`src/rtl/instruction_cache_pkg.sv`:
```
// Shared CPU constants for the fetch path, plus the instruction cache
// controller's state type.
package instruction_cache_pkg;

  localparam int LINE_OFFSET_BITS = 4;
  localparam int WORDS_PER_LINE   = 4;
  localparam int RV32_INSN_WIDTH  = 32;
  localparam int WORD_SEL_BITS    = $clog2(WORDS_PER_LINE);

  typedef enum logic {
    IDLE,
    REFILL
  } icache_state_e;

endpackage

```
`src/rtl/instruction_cache_if.sv`:
```
// Fetch-port and memory-controller signals of the instruction cache.
// The cache itself connects through the slave modport.
interface instruction_cache_if;
  import instruction_cache_pkg::*;

  logic [31:0]                  fetchIn;
  logic                         hitOut;
  logic [RV32_INSN_WIDTH-1:0]   insOut;
  logic                         memFlag;
  logic [31:0]                  memAddr;
  logic                         memDone;
  logic [RV32_INSN_WIDTH-1:0]   memData;

  modport master (
    output fetchIn, memDone, memData,
    input  hitOut, insOut, memFlag, memAddr
  );

  modport slave (
    input  fetchIn, memDone, memData,
    output hitOut, insOut, memFlag, memAddr
  );

endinterface

```
`src/rtl/icache_data_array.sv`:
```
// Instruction cache word storage: an asynchronous read port and a single
// synchronous word write port used during line refills.
module icache_data_array
  import instruction_cache_pkg::*;
#(
  parameter int INDEX_WIDTH = 4
) (
  input  logic                       clk_i,
  input  logic                       we_i,
  input  logic [INDEX_WIDTH-1:0]     widx_i,
  input  logic [WORD_SEL_BITS-1:0]   wword_i,
  input  logic [RV32_INSN_WIDTH-1:0] wdata_i,
  input  logic [INDEX_WIDTH-1:0]     ridx_i,
  input  logic [WORD_SEL_BITS-1:0]   rword_i,
  output logic [RV32_INSN_WIDTH-1:0] rdata_o
);

  logic [RV32_INSN_WIDTH-1:0] mem_q [1 << INDEX_WIDTH][WORDS_PER_LINE];

  // NOTE: storage has no reset; the top's valid bits gate every read, so
  // stale contents are never observed and the array maps onto plain RAM.
  always_ff @(posedge clk_i) begin
    if (we_i) mem_q[widx_i][wword_i] <= wdata_i;
  end

  assign rdata_o = mem_q[ridx_i][rword_i];

endmodule

```
`src/rtl/instruction_cache.sv`:
```
// Direct-mapped read-only instruction cache: combinational hit/word lookup,
// one-word-per-request line refill from the memory controller on a miss.
module instruction_cache
  import instruction_cache_pkg::*;
#(
  parameter int INDEX_WIDTH = 4
) (
  input  logic                clockIn,
  input  logic                resetIn,
  input  logic                readyIn,
  instruction_cache_if.slave  bus
);

  localparam int LINES       = 1 << INDEX_WIDTH;
  localparam int LINE_ADDR_W = 32 - LINE_OFFSET_BITS;
  localparam int TAG_W       = LINE_ADDR_W - INDEX_WIDTH;

  logic [LINE_ADDR_W-1:0]   fetch_line;
  logic [INDEX_WIDTH-1:0]   fetch_idx;
  logic [TAG_W-1:0]         fetch_tag;
  logic [WORD_SEL_BITS-1:0] fetch_word;
  logic                     unused_byte_ofs;

  assign fetch_line      = bus.fetchIn[31:LINE_OFFSET_BITS];
  assign fetch_idx       = fetch_line[INDEX_WIDTH-1:0];
  assign fetch_tag       = fetch_line[LINE_ADDR_W-1:INDEX_WIDTH];
  assign fetch_word      = bus.fetchIn[LINE_OFFSET_BITS-1:2];
  assign unused_byte_ofs = ^bus.fetchIn[1:0];

  icache_state_e            state_q;
  logic [LINES-1:0]         valid_q;
  logic [TAG_W-1:0]         tag_q [LINES];
  logic [LINE_ADDR_W-1:0]   base_q;
  logic [WORD_SEL_BITS-1:0] word_cnt_q;
  logic                     mem_flag_q;
  logic [31:0]              mem_addr_q;

  logic                       hit;
  logic                       start_refill;
  logic                       fill_word;
  logic                       last_word;
  logic [INDEX_WIDTH-1:0]     base_idx;
  logic [RV32_INSN_WIDTH-1:0] rdata;

  assign hit          = valid_q[fetch_idx] && (tag_q[fetch_idx] == fetch_tag);
  assign start_refill = readyIn && (state_q == IDLE) && !hit;
  assign fill_word    = readyIn && (state_q == REFILL) && bus.memDone;
  assign last_word    = (word_cnt_q == WORD_SEL_BITS'(WORDS_PER_LINE - 1));
  assign base_idx     = base_q[INDEX_WIDTH-1:0];

  // NOTE: state registers use non-blocking assignments so every flop samples
  // the pre-edge values regardless of statement order.
  always_ff @(posedge clockIn or posedge resetIn) begin
    if (resetIn) begin
      state_q    <= IDLE;
      valid_q    <= '0;
      base_q     <= '0;
      word_cnt_q <= '0;
      mem_flag_q <= 1'b0;
      mem_addr_q <= '0;
    end else if (readyIn) begin
      case (state_q)
        IDLE: begin
          if (!hit) begin
            base_q             <= fetch_line;
            valid_q[fetch_idx] <= 1'b0;
            word_cnt_q         <= '0;
            mem_flag_q         <= 1'b1;
            mem_addr_q         <= {fetch_line, {LINE_OFFSET_BITS{1'b0}}};
            state_q            <= REFILL;
          end
        end
        REFILL: begin
          if (bus.memDone) begin
            word_cnt_q <= word_cnt_q + 1'b1;
            if (last_word) begin
              valid_q[base_idx] <= 1'b1;
              mem_flag_q        <= 1'b0;
              state_q           <= IDLE;
            end else begin
              mem_addr_q <= mem_addr_q + 32'd4;
            end
          end
        end
      endcase
    end
  end

  // Tags sit beside the data as plain storage; the valid bit qualifies them.
  always_ff @(posedge clockIn) begin
    if (start_refill) tag_q[fetch_idx] <= fetch_tag;
  end

  icache_data_array #(.INDEX_WIDTH(INDEX_WIDTH)) u_data (
    .clk_i   (clockIn),
    .we_i    (fill_word),
    .widx_i  (base_idx),
    .wword_i (word_cnt_q),
    .wdata_i (bus.memData),
    .ridx_i  (fetch_idx),
    .rword_i (fetch_word),
    .rdata_o (rdata)
  );

  assign bus.hitOut  = hit;
  assign bus.insOut  = hit ? rdata : '0;
  assign bus.memFlag = mem_flag_q;
  assign bus.memAddr = mem_addr_q;

endmodule

```
`src/flat_wrapper.sv`:
```
// flat-port wrapper written by rule: the top's interface ports become plain ports
module instruction_cache_flat import instruction_cache_pkg::*;
#(
  parameter int INDEX_WIDTH = 4
)
  (clockIn, resetIn, readyIn, bus_fetchIn, bus_memDone, bus_memData, bus_hitOut, bus_insOut, bus_memFlag, bus_memAddr);
  instruction_cache_if bus_i ();
  input  logic clockIn;
  input  logic resetIn;
  input  logic readyIn;
  input wire logic [$bits(bus_i.fetchIn)-1:0] bus_fetchIn;
  input wire logic [$bits(bus_i.memDone)-1:0] bus_memDone;
  input wire logic [$bits(bus_i.memData)-1:0] bus_memData;
  output wire logic [$bits(bus_i.hitOut)-1:0] bus_hitOut;
  output wire logic [$bits(bus_i.insOut)-1:0] bus_insOut;
  output wire logic [$bits(bus_i.memFlag)-1:0] bus_memFlag;
  output wire logic [$bits(bus_i.memAddr)-1:0] bus_memAddr;
  assign bus_i.fetchIn = bus_fetchIn;
  assign bus_i.memDone = bus_memDone;
  assign bus_i.memData = bus_memData;
  assign bus_hitOut = bus_i.hitOut;
  assign bus_insOut = bus_i.insOut;
  assign bus_memFlag = bus_i.memFlag;
  assign bus_memAddr = bus_i.memAddr;
  instruction_cache #(.INDEX_WIDTH(INDEX_WIDTH)) u_core (.clockIn(clockIn), .resetIn(resetIn), .readyIn(readyIn), .bus(bus_i));
endmodule
```
`config.mk`:
```
export PLATFORM = sky130hd
export DESIGN_NAME = instruction_cache_flat
export DESIGN_NICKNAME = d
export VERILOG_FILES = /design/src/rtl/instruction_cache_pkg.sv /design/src/rtl/instruction_cache_if.sv /design/src/rtl/icache_data_array.sv /design/src/rtl/instruction_cache.sv /design/src/flat_wrapper.sv
export SDC_FILE = /design/constraint.sdc
export NUM_CORES = 2
export LEC_CHECK = 0
export BUFFER_PORTS_ARGS = -buffer_cell sky130_fd_sc_hd__buf_2
export CORE_ASPECT_RATIO = 0.5
export CORE_MARGIN = 1
export CORE_UTILIZATION = 25
export CTS_CLUSTER_SIZE = 16
export DETAILED_ROUTE_END_ITERATION = 7
export HOLD_SLACK_MARGIN = 0.08
export PLACE_DENSITY_LB_ADDON = 0.08
export SYNTH_ARGS = -nofsm -noshare
export SYNTH_HDL_FRONTEND = slang
export SYNTH_SLANG_ARGS = --single-unit
```
`constraint.sdc`:
```
create_clock -name clockIn -period 5.3 [get_ports clockIn]
set_clock_uncertainty 0.1 [all_clocks]
set_input_delay 0.53 -clock clockIn [delete_from_list [all_inputs] [get_ports clockIn]]
set_output_delay 0.53 -clock clockIn [all_outputs]
set_load 0.02 [all_outputs]
```
* Word-level counts from Yosys, hierarchy flattened
Memories as Yosys holds them, arrays and structs flattened.
Cells that the tools add are included.
** Operators by class
- Add/sub/neg operators :: 2
- Magnitude comparators :: 7
- Equal/unequal tests :: 6
- Multiplexer cells :: 35
- Bitwise gates (word level) :: 7
- Reductions and logical operators :: 13
** Operators with widths (number)
- 2-to-1 mux 32 bit :: 7
- 2-to-1 mux 128 bit :: 1
- binary-select mux 32 bit (select 2 bit) :: 1
- demux 32 bit (select 2 bit) :: 1
- one-hot mux 32 bit (2 select lines) :: 1
- 2-to-1 mux 16 bit :: 3
- adder 32 x 3 -> 32 bit (second input constant) :: 1
- one-hot mux 16 bit (2 select lines) :: 1
- == test 24 bit :: 1
- bitwise AND 16 bit :: 1
- NOT 16 bit :: 1
- bitwise OR 16 bit :: 1
- 2-to-1 mux 1 bit :: 12
- < comparator 4 x 5 -> 1 bit (second input constant) :: 2
- demux 1 bit (select 4 bit) :: 2
- greater-or-equal comparator 4 x 1 -> 1 bit (second input constant) :: 2
- logical AND 1 bit :: 8
- != test 2 bit (second input constant) :: 4
- AND reduction 4 bit :: 2
- greater-or-equal comparator 3 bit (second input constant) :: 2
- NOT 2 -> 3 bit :: 2
- AND reduction 3 bit :: 2
- binary-select mux 1 bit (select 4 bit) :: 1
- 2-to-1 mux 2 bit :: 2
- other kinds (7) :: 9
** Word-level totals
- Register bits :: 56
- Memory bits (writable) :: 2432
- Bits of input ports :: 68
- Output and inout port bits :: 66
- Word-level logic and storage cells :: 78
- Memories kept :: 2
** Memories
- u_core.u_data.mem_q :: depth 16, width 128, rd ports 1, clocked after Yosys merged registers in 0, wr ports 1, line icache_data_array.sv:18 : logic [RV32_INSN_WIDTH-1:0] mem_q [1 << INDEX_WIDTH][WORDS_PER_LINE];
- u_core.tag_q :: depth 16, width 24, rd ports 1, clocked after Yosys merged registers in 0, wr ports 1, line instruction_cache.sv:32 : logic [TAG_W-1:0] tag_q [LINES];

* Logic depth before layout (Yosys ltp)
- Depth after elaboration :: 8
- Gate-level depth with buffers :: 16
- Gate-level depth less buffers :: 9

* Hierarchy
Synthesis repeated with hierarchy kept, for this count alone.
** Second synthesis, totals
- Cells, all modules :: 4561
- Area, all modules :: 96756.5 um2
** By module, submodules not included
- icache_data_array :: times used 1, cells each 3348, area an instance 77635.7 um2, sequential area each 61499.0 um2
- instruction_cache :: times used 1, cells each 1213, area an instance 19120.8 um2, sequential area each 12882.4 um2

* Worst setup path after synthesis
No wires, ideal clock.
- Kind :: input -> register
- Start point :: in bus_fetchIn[5]
- End point :: mem u_core.tag_q[8][0] (netlist name) (enable)
- Setup time :: 0.466 ns
- Arrival :: 4.857 ns
- Data required time :: 4.734 ns
- Slack :: -0.122 ns
- Cell stages on the path :: 12
- Buffers on the path :: 4
- Cells stage by stage :: buf_6 > buf_4 > buf_2 > mux4_2 > mux2i_1 > xnor2_1 > nor2_1 > and4bb_2 > o21ai_2 > o21ai_2 > buf_4 > nor4_1
** Between the ends
- Cells in the longest elaborated chain, start to end :: 7
- Elaborated cells between the ends (all ways) :: 9
- Classes of those cells :: 1 x eq/ne; 4 x mux; 3 x reduce/logical; 1 x memory
** Ends and longest elaborated chain
- start, declared :: line flat_wrapper.sv:11 : input wire logic [$bits(bus_i.fetchIn)-1:0] bus_fetchIn;
- memory read (16 x 24 bit) or binary-select mux 1 bit (select 4 bit) (tied branches)
- == test 24 bit or 2-to-1 mux 1 bit (tied branches) :: line instruction_cache.sv:45 : assign hit = valid_q[fetch_idx] && (tag_q[fetch_idx] == fetch_tag);
- logical AND 1 bit :: line instruction_cache.sv:45
- logical NOT 1 bit :: line instruction_cache.sv:46 : assign start_refill = readyIn && (state_q == IDLE) && !hit;
- logical AND 1 bit :: line instruction_cache.sv:46
- 2-to-1 mux 1 bit :: line instruction_cache.sv:91 : if (start_refill) tag_q[fetch_idx] <= fetch_tag;
- 2-to-1 mux 1 bit (not written as such) :: line instruction_cache.sv:91
- end, declared :: line instruction_cache.sv:32
Parallel ways exist; a longest one is shown, timed or not. The select of a mux whose other input is x is not followed.

* Final worst setup path
- Start point :: in bus_fetchIn[6]
- End point :: out bus_insOut[2]
** Between the ends
- Cells in the longest elaborated chain, start to end :: 5
- Elaborated cells between the ends (all ways) :: 10
- Classes of those cells :: 1 x eq/ne; 6 x mux; 1 x reduce/logical; 2 x memory
** Ends and longest elaborated chain
- memory read (16 x 128 bit)
- binary-select mux 32 bit (select 2 bit) :: line icache_data_array.sv:26 : assign rdata_o = mem_q[ridx_i][rword_i];
- 2-to-1 mux 32 bit (not written as such) (2 in series) :: line icache_data_array.sv:26
- 2-to-1 mux 32 bit * :: line instruction_cache.sv:106 : assign bus.insOut = hit ? rdata : '0;
- end, declared :: line flat_wrapper.sv:15 : output wire logic [$bits(bus_i.insOut)-1:0] bus_insOut;
Every way passes the cells marked *; elsewhere a longest branch is shown, timed or not. The select of a mux whose other input is x is not followed.

==> metrics.txt <==
# TYPE chip_impl_metric gauge
chip_impl_metric{name="max_frequency",unit="MHz"} 199
chip_impl_metric{name="clock_tree.htree_level_count",unit=""} 4
chip_impl_metric{name="critical_path.n_buffers_inverters",unit=""} 5
chip_impl_info{name="setup.worst_path.start",value="bus_fetchIn[6]"} 1
chip_impl_metric{name="grt_pass1_wl",unit="um"} 407000
chip_impl_metric{name="synthCells",unit=""} 4125
chip_impl_metric{name="hold_viol_final",unit=""} 0
chip_impl_info{name="most_common_cell_after_layout_fill_and_taps_aside",value="sky130_fd_sc_hd__edfxtp_1"} 1
chip_impl_metric{name="grt_remaining_overflow",unit=""} 0
chip_impl_info{name="tritoncts_clock_tree",value="done"} 1
chip_impl_metric{name="pin_count_of_the_biggest_net_entering_global_routing",unit=""} 88
chip_impl_info{name="cp_cell_sequence",value="dlygate4sd3_1, buf_8, buf_4, buf_4, mux4_2, mux4_2, and3_1, buf_2"} 1
chip_impl_metric{name="gp_congestion",unit=""} 0.730
chip_impl_metric{name="fp.dieH",unit="um"} 444
chip_impl_metric{name="critPathMaxFanout",unit=""} 35
chip_impl_info{name="most-common-layout-cells",value="sky130_fd_sc_hd__edfxtp_1 (2432), sky130_fd_sc_hd__mux4_2 (630), sky130_fd_sc_hd__clkbuf_16 (250)"} 1
chip_impl_info{name="critical_path.slowest_cell",value="sky130_fd_sc_hd__mux4_2"} 1
chip_impl_metric{name="wire_length_per_cell",unit="um"} 29.9
chip_impl_metric{name="vdd_drop_max",unit="mV"} 0.327
chip_impl_metric{name="netSwitchingPower",unit="mW"} 9.88
chip_impl_metric{name="post_synthesis_cell_area",unit="um^2"} 97800
chip_impl_metric{name="fillerInstances",unit=""} 37400
chip_impl_metric{name="slew_viol_final",unit=""} 0
chip_impl_metric{name="cts-root-to-sink-buffers",unit=""} 4
chip_impl_metric{name="final_wirelength",unit="um"} 297000
chip_impl_info{name="critical_path.reg2reg.startpoint",value="u_core.valid_q[11]"} 1
chip_impl_metric{name="final_design_area_no_fill",unit="um^2"} 114000
chip_impl_metric{name="timing.critical_path.arrival",unit="ps"} 4390
chip_impl_metric{name="io_buffer_count",unit=""} 129
chip_impl_metric{name="synth.lib_cells_used.distinct",unit=""} 76
chip_impl_info{name="root_buffer",value="sky130_fd_sc_hd__clkbuf_16"} 1
chip_impl_metric{name="swShare",unit="%"} 23.4
chip_impl_metric{name="fraction_of_post_synthesis_cell_area_in_the_top_cell_type_by_area",unit="%"} 74.7
chip_impl_metric{name="finalWorstPathRequiredPeriod",unit="ps"} 5020
chip_impl_info{name="timing.critical_path.from_type",value="primary input"} 1
chip_impl_metric{name="detail_route.vias_per_cell",unit=""} 4.58
chip_impl_metric{name="drt_pre_antenna_iters",unit=""} 7
chip_impl_metric{name="postSynthRegisterBits",unit=""} 2486
chip_impl_info{name="run_status",value="finished, final reports clean"} 1
chip_impl_metric{name="asyncSetResetFlopFracSynth",unit="%"} 2.17
chip_impl_info{name="holdCritPathClass",value="in -> reg"} 1
chip_impl_metric{name="drive_above_1_share",unit="%"} 29.4
chip_impl_info{name="post-synth-top-area-cell",value="sky130_fd_sc_hd__edfxtp_1"} 1
chip_impl_metric{name="final_core_util",unit="%"} 29.5
chip_impl_metric{name="finalNetCount",unit=""} 4582
chip_impl_metric{name="pint",unit="mW"} 32.3
chip_impl_metric{name="worst_path_largest_cell_delay",unit="ps"} 740
chip_impl_metric{name="groute.usage.overall",unit="%"} 14.8
chip_impl_metric{name="via_count_of_the_first_global_routing_pass",unit=""} 47700
chip_impl_metric{name="coreArea",unit="um^2"} 387000
chip_impl_metric{name="power.combinational.fraction",unit="%"} 7.5
chip_impl_metric{name="clk-insertion-delay-late",unit="ps"} 900
chip_impl_metric{name="cap_viol_max_count",unit=""} 0
chip_impl_info{name="critical_path_class",value="in -> out"} 1
chip_impl_metric{name="gates_resized_cts_repair",unit=""} 0
chip_impl_metric{name="detailedRoute.firstIterationViolations",unit=""} 3688
chip_impl_info{name="synth_top_flop_cell",value="sky130_fd_sc_hd__edfxtp_1"} 1
chip_impl_metric{name="pre_cts_ws",unit="ps"} 318
chip_impl_metric{name="io_pins",unit=""} 134
chip_impl_metric{name="power.share.clock",unit="%"} 40.0
chip_impl_metric{name="finalSetupViolations",unit=""} 0
chip_impl_metric{name="initial_antenna_violation_count",unit=""} 38
chip_impl_metric{name="place_hpwl",unit="um"} 174000
chip_impl_metric{name="critical_path_required_time",unit="ps"} 4670
chip_impl_metric{name="timing.setup.tns",unit="ps"} 0
chip_impl_metric{name="relative_contribution_of_sequential_cells_to_total_power",unit="%"} 52.5
chip_impl_metric{name="vias",unit=""} 45500
chip_impl_metric{name="cts_buffers",unit=""} 247
chip_impl_info{name="path_delay_family",value="buffers and inverters"} 1
chip_impl_metric{name="postLayoutSetupSlackWorst",unit="ps"} 282
chip_impl_metric{name="drt.antenna.violating_nets",unit=""} 0
chip_impl_metric{name="start_util",unit="%"} 25.3
chip_impl_metric{name="tightest_slew",unit="ps"} 1360
chip_impl_info{name="synthTopCellsByArea",value="sky130_fd_sc_hd__edfxtp_1 (75%), sky130_fd_sc_hd__mux4_2 (15%), sky130_fd_sc_hd__mux4_1 (3.3%)"} 1
chip_impl_info{name="grt_setup_unrepaired",value="no"} 1
chip_impl_metric{name="synthesis.yosys.warnings",unit=""} 0
chip_impl_metric{name="power.static_leakage",unit="nW"} 35.2
chip_impl_metric{name="postPlaceCellArea",unit="um^2"} 106000
chip_impl_info{name="crit_path_end_kind",value="output pin"} 1
chip_impl_metric{name="pwr_per_cell_area",unit="nW/um^2"} 370
chip_impl_metric{name="synth-seq-area-share",unit="%"} 76.1
chip_impl_metric{name="maxSlewHeadroom",unit="%"} 9.20
chip_impl_metric{name="final.period_utilization",unit="%"} 94.7
chip_impl_metric{name="route.detailed.drc",unit=""} 0
chip_impl_metric{name="fp.dieW",unit="um"} 886
chip_impl_metric{name="syn_avg_cell_area",unit="um^2"} 23.7
chip_impl_metric{name="synthToLayoutAreaGrowth",unit="%"} 16.6
chip_impl_metric{name="num_rows",unit=""} 161
chip_impl_metric{name="cts.sinks",unit=""} 2486
chip_impl_metric{name="die_area",unit="um^2"} 394000
chip_impl_info{name="hold_start",value="bus_memData[25]"} 1
chip_impl_metric{name="clk_pin_slew_worst_paths",unit="ps"} 60
chip_impl_metric{name="synth_enable_flop_cells",unit=""} 2432
layout make-up:
cell class / instances / area [um^2] / area share (%)
flip-flops and latches: 2486 / 74400 / 65.3
multi-input cells: 1399 / 22400 / 19.7
well taps: 5216 / 6530 / 5.73
clock buffers: 309 / 6480 / 5.68
repair buffers: 356 / 3080 / 2.70
clock inverters: 124 / 968 / 0.850
diodes: 34 / 85.1 / 0.0746
inverters: 19 / 71.3 / 0.0626
what timing repair did:
action / 4_1_cts / 5_1_grt
buffers inserted: 0 / 0
hold buffers: 29 / 0
endpoints found under the hold margin: 441 / 0
final timing paths:
path / end / slack [ps] / cells past startpoint
worst max-delay path: bus_insOut[2] / 280 / 8
worst min register to register: u_core.valid_q[6] / 400 / 1
worst min-delay path: u_core.u_data.mem_q[10][25] / 200 / 2
worst max register to register: u_core.tag_q[1][4] / 1300 / 10
max in group asynchronous: u_core.valid_q[3] / 4130 / 4
min in group asynchronous: u_core.bus.memAddr[4] / 340 / 4
registers in the layout, indices dropped and copies added (netlist names):
register	count
u_core.word_cnt_q	2
u_core.valid_q	16
u_core.u_data.mem_q	2048
u_core.bus.memFlag	1
u_core.bus.memAddr	30
u_core.tag_q	384
u_core.base_q	4
u_core.state_q	1
cells in the mapped netlist (all sizes together), types with 3 or more instances:
| master | instances |
|---|---|
| o21a | 6 |
| mux2i | 95 |
| xnor2 | 13 |
| o221a | 12 |
| nand4 | 10 |
| dfrtp | 54 |
| edfxtp | 2432 |
| nor4 | 4 |
| nor2 | 109 |
| clkbuf | 48 |
| and3 | 46 |
| mux2 | 12 |
| nand2 | 52 |
| o221ai | 7 |
| o21ai | 39 |
| nor3 | 29 |
| or4 | 4 |
| nand2b | 5 |
| a22o | 13 |
| a21oi | 19 |
| mux4 | 754 |
| nand3 | 29 |
| buf | 174 |
| a211oi | 9 |
| a22oi | 16 |
| and2 | 4 |
| o311a | 5 |
| o32ai | 3 |
| or3 | 5 |
| a31oi | 7 |
| inv | 19 |
| o32a | 15 |
| xor2 | 17 |
| nor2b | 16 |
| ha | 5 |
cells by family after synthesis:
family,share of synthesized area [%]
adders and majority gates,0.0640
AOI/OAI and AO/OA,1.41
and+or+nand+nor,1.61
DFF,76.1
other,0.00384
xor gates and xnor gates,0.269
buffers and inverters,1.60
muxes,19.0
per-stage QoR:
step           hold slack [ps]  cells  power [mW]
2_1_floorplan              365   4126        24.1
3_3_place_gp               375   9447        25.7
3_5_place_dp               387   9447        25.8
4_1_cts                    108   9909        42.8
5_1_grt                    161   9924        43.7
6_report                   204   9943        42.2
power groups by stage:
| stage | logic, mW | registers, mW | clock network [mW] |
|---|---|---|---|
| detailed placement | 3.20 | 22.6 | 0 |
| global placement | 3.16 | 22.5 | 0 |
| CTS | 3.23 | 22.1 | 17.5 |
| floorplan | 1.55 | 22.5 | 0 |
| finish | 3.17 | 22.1 | 16.9 |
| global route | 3.37 | 22.2 | 18.1 |
routing by layer:
metal / up-vias / global-route usage [%] / routed length [um]
li1: 18700 / - / -
met4: 0 / 2.86 / 4620
met1: 25500 / 21.2 / 139000
met2: 939 / 23.9 / 140000
met3: 326 / 2.48 / 13300
met5: - / 0 / 0
(Power assumes the default switching activity.)
